[src/rtl/up_down_counter_mod.sv]
// Parametrised up/down counter: clear > load > step > hold, wrap or saturate at bounds.
// Optional enable prescaler is compiled in with `define COUNTER_PRESCALE_EN.
module up_down_counter_mod #(
  parameter int WIDTH     = 8,
  parameter int MAX_VALUE = 2**WIDTH - 1,
  parameter int SATURATE  = 0,
  parameter int PRESCALE  = 4
) (
  input  logic             clk,
  input  logic             reset_n,
  input  logic             clear,
  input  logic             load,
  input  logic [WIDTH-1:0] data,
  input  logic             enable,
  input  logic             up,
  output logic [WIDTH-1:0] out,
  output logic             tc,
  output logic             wrap
);

  localparam logic [WIDTH-1:0] MAX_W   = WIDTH'(MAX_VALUE);
  localparam logic [WIDTH:0]   MAX_EXT = (WIDTH+1)'(MAX_VALUE);
  localparam logic [WIDTH:0]   ONE_EXT = (WIDTH+1)'(1);

  logic [WIDTH-1:0] count_q, count_d;
  logic             wrap_q, wrap_d;
  logic [WIDTH:0]   cnt_ext;
  logic             step;

`ifdef COUNTER_PRESCALE_EN
  localparam int PW = (PRESCALE > 1) ? $clog2(PRESCALE) : 1;
  localparam logic [PW-1:0] PRE_LAST = PW'(PRESCALE - 1);

  logic [PW-1:0] pre_q, pre_d;

  assign step = enable && (pre_q == PRE_LAST);

  // Phase restarts on clear or load so the next step is a full PRESCALE away.
  always_comb begin
    pre_d = pre_q;
    if (clear || load)   pre_d = '0;
    else if (step)       pre_d = '0;
    else if (enable)     pre_d = pre_q + PW'(1);
  end

  always_ff @(posedge clk or negedge reset_n) begin
    if (!reset_n) pre_q <= '0;
    else          pre_q <= pre_d;
  end
`else
  assign step = enable;
`endif

  assign cnt_ext = {1'b0, count_q};

  // NOTE: every always_comb output gets a default first so no path infers a latch.
  always_comb begin
    count_d = count_q;
    wrap_d  = 1'b0;
    if (clear) begin
      count_d = '0;
    end else if (load) begin
      count_d = ({1'b0, data} > MAX_EXT) ? MAX_W : data;
    end else if (step) begin
      if (up) begin
        if (cnt_ext > MAX_EXT) begin
          count_d = MAX_W;
        end else if (cnt_ext == MAX_EXT) begin
          wrap_d  = 1'b1;
          count_d = (SATURATE != 0) ? count_q : '0;
        end else begin
          count_d = WIDTH'(cnt_ext + ONE_EXT);
        end
      end else begin
        // An out-of-range state can only come from X; recover just below the top.
        if (cnt_ext > MAX_EXT) begin
          count_d = MAX_W - WIDTH'(1);
        end else if (cnt_ext == '0) begin
          wrap_d  = 1'b1;
          count_d = (SATURATE != 0) ? count_q : MAX_W;
        end else begin
          count_d = WIDTH'(cnt_ext - ONE_EXT);
        end
      end
    end
  end

  // NOTE: sequential state uses non-blocking assignments so all flops update together.
  always_ff @(posedge clk or negedge reset_n) begin
    if (!reset_n) begin
      count_q <= '0;
      wrap_q  <= 1'b0;
    end else begin
      count_q <= count_d;
      wrap_q  <= wrap_d;
    end
  end

  assign out  = count_q;
  assign wrap = wrap_q;
  assign tc   = up ? (count_q == MAX_W) : (count_q == '0);

endmodule

[config.mk]
export PLATFORM = sky130hd
export DESIGN_NAME = up_down_counter_mod
export DESIGN_NICKNAME = d
export VERILOG_FILES = /design/src/rtl/up_down_counter_mod.sv
export SDC_FILE = /design/constraint.sdc
export NUM_CORES = 1
export LEC_CHECK = 0
export BUFFER_PORTS_ARGS = -buffer_cell sky130_fd_sc_hd__buf_4
export CAP_MARGIN = 20
export CORE_MARGIN = 2
export CORE_UTILIZATION = 25
export CTS_BUF_LIST = sky130_fd_sc_hd__clkbuf_4 sky130_fd_sc_hd__clkbuf_8 sky130_fd_sc_hd__clkbuf_16
export DETAILED_ROUTE_END_ITERATION = 8
export PLACE_DENSITY = 0.53
export SLEW_MARGIN = 30
export SYNTH_ARGS = -nofsm -noshare
export SYNTH_HDL_FRONTEND = slang
export SYNTH_SLANG_ARGS = --single-unit
[constraint.sdc]
create_clock -name clk -period 3 [get_ports clk]
set_input_delay 0.3 -clock clk [delete_from_list [all_inputs] [get_ports clk]]
set_output_delay 0.3 -clock clk [all_outputs]
set_load 0.1 [all_outputs]
==> results.cfg <==
[route]
drt_iter0_markers = 32
wl_per_cell_um = 13.2
wirelength_mm = 2.28
drtAntennaViolNets = 0
firstDrtPassIters = 4
num_vias = 890
drc = 0
via_per_inst = 5.14

[synthesis]
syn_nets = 128
async_flop_share_pct = 100
synth-edff-count = 0
synth_flop_cell = dfrtp_1
synthCells = 111
synthMuxAreaShare_pct = 2.25
seq_area_frac_synth_pct = 25.3
synth_compound_area_share_pct = 27.0
syn_area_um2 = 890
synth_xor_area_share_pct = 4.92
synth_cell_types = 39
synth_top_family_by_area = compound AO/OA/AOI/OAI gates
yosys_warnings = 0
synthSimpleGateAreaFrac_pct = 25.5
synth-seq-cells = 9
synth_fa_ha_area_share_pct = 4.22
syn_area_per_cell_um2 = 8.01

[setup_path]
critical_path.slowest_cell = dfrtp_1
crit_family = simple AND/OR/NAND/NOR gates
path_cells = inv_1 > ha_1 > nor3b_1 > and3_1 > nand2b_1 > buf_4
crit_cells = 6
arrival_ps = 2050
cp_max_fo = 10
worstPathRequired_ps = 2700
r2r_cells = 6
cpPeakStageDelay_ps = 490
end_kind = output pin
crit_type = register to output pin
crit_buf_inv = 2
worstSetupStartpointType = register

[power]
peakVddDrop_v = 0.0000679
swShare_pct = 43.8
power_mw = 0.458
power_frac_clock_pct = 23.0
seqPwrFrac_pct = 33.7
leakage_nw = 0.447
combPwrFrac_pct = 43.4
internal_power_mw = 0.258
power_switching_mw = 0.201
power-per-cell-area_nw_per_um2 = 420

[global_routing]
grt_max_degree = 17
overflow = 0
grt_pass1_wl_mm = 3.82
grt_usage_pct = 11.8
grt_pass1_vias = 818
grt_antenna_before_repair = 0

[place]
io_buffer_count = 23
dp.cells = 168
hpwl_mm = 1.70
place_congestion = 0.876
post-place-ws_ps = 940

[floorplan]
pin_count = 24
fp.dieH_um = 63.7
coreArea_um2 = 3390
initial_core_util_pct = 26.2
fp-row-count = 21
fp.dieArea_um2 = 4050
die-width_um = 63.7

[finish]
nets = 145
layout.core_utilization_pct = 32.2
synthToLayoutAreaGrowth_pct = 22.6
final_common_cell = buf_4
mostFrequentLayoutCells = 23 x buf_4, 8 x nand2_1, 8 x dfrtp_1
fin_cells = 173
antenna_cells = 0
final_layout_size_suffix_gt1_share_pct = 26.8

[clock_tree]
clock_latency_ps = 260
post_cts_resized = 0
clkTransAtPathRegs_ps = 70
cts_inserted_buffers = 3
cts_tree = built
h-tree-depth = 1
cts.sinks = 9
clock_path_buffers = 2
root_buffer = clkbuf_4

[timing]
finClkSkew_ps = 3.19
fmax_mhz = 425
setup_ws_ps = 648
setup_viol = 0
rsz0062_at_grt = false
slew_headroom_pct = 62.2
setup_tns_ps = 0
fin_crit_ps = 2350
fin_crit_sh_pct = 78.4
drv_slew = 0
finalHoldViolCount = 0
worst_pin_slew_ps = 563

[flow_run]
drv_cap = 0

[worst_hold_path]
hold_depth = 3
hp-class = primary input to register

[run_status]
status = completed
[stage by stage]
stage                     hold slack, ps  area [um^2]
final                                238         1090
after global routing                 240         1090
after CTS                            236         1090
after floorplan                     4.41          891
after detailed placement             136         1050
after global placement               136         1050
[synthesized netlist by cell type (2+ instances only)]
library cell,instances,area [um^2]
buf_2,2,10.0
o21ai_0,5,25.0
ha_1,3,37.5
nor3_1,2,10.0
a21oi_1,7,35.0
nor2b_1,4,25.0
a211oi_1,3,22.5
a221o_1,3,30.0
nand2_1,8,30.0
o31ai_1,3,22.5
o2bb2ai_1,2,17.5
inv_1,7,26.3
or3_1,4,25.0
nor3b_1,4,30.0
buf_6,3,33.8
nand4_1,3,18.8
a31oi_1,2,12.5
mux2i_1,2,20.0
xnor2_1,4,35.0
dfrtp_1,9,225
clkbuf_1,7,26.3
nand3_1,4,20.0
nor2_1,4,15.0
[worst min-delay path, stage by stage]
cell     delay (ps)
buf_4            80
nand2_1          40
nand3_1          50
[registers in the layout, indices dropped and copies added (netlist names)]
register  flops
out           8
wrap          1
[area by class of cell]
| type | instances | area (um^2) |
|---|---|---|
| clock buffers | 4 | 30.0 |
| fillers | 364 | 2300 |
| inverters | 7 | 26.3 |
| repair buffers | 24 | 183 |
| well taps | 46 | 57.6 |
| flip-flops and latches | 9 | 226 |
| multi-input cells | 83 | 568 |
[layer usage]
layer	global-route usage, %	share of wire, %	up-vias
li1	-	-	441
met1	15.2	49	422
met2	19.2	45	23
met3	1.96	3.7	4
met4	5.43	1.6	0
met5	0	0	-
[worst paths after layout]
kind | start | to | slack [ps]
min in group asynchronous | reset_n | out[4]$_DFFE_PN0P_ | 390
max in group asynchronous | reset_n | out[1]$_DFFE_PN0P_ | 2450
worst max register to register | out[0]$_DFFE_PN0P_ | out[2]$_DFFE_PN0P_ | 1190
worst min register to register | out[6]$_DFFE_PN0P_ | out[6]$_DFFE_PN0P_ | 670
worst min-delay path | data[2] | out[2]$_DFFE_PN0P_ | 240
worst max-delay path | out[0]$_DFFE_PN0P_ | tc | 650
[cells by family after synthesis]
family / after synthesis
AOI/OAI and AO/OA: 34
adders and majority gates: 3
buffers and inverters: 19
xor gates and xnor gates: 5
muxes: 2
DFF: 9
and+or+nand+nor: 39
[power groups by stage]
| stage | Sequential (mW) | Clock (mW) | Combinational (mW) |
|---|---|---|---|
| floorplan | 0.205 | 0 | 0.107 |
| global placement | 0.156 | 0 | 0.198 |
| detailed placement | 0.156 | 0 | 0.198 |
| CTS | 0.154 | 0.109 | 0.199 |
| global route | 0.156 | 0.117 | 0.212 |
| finish | 0.154 | 0.105 | 0.199 |
[timing repair]
item / in CTS / in global routing
setup buffers: 0 / 0
hold buffers: 1 / 0
hold endpoints to repair: 9 / 0
Power figures use the tool's default switching activity.
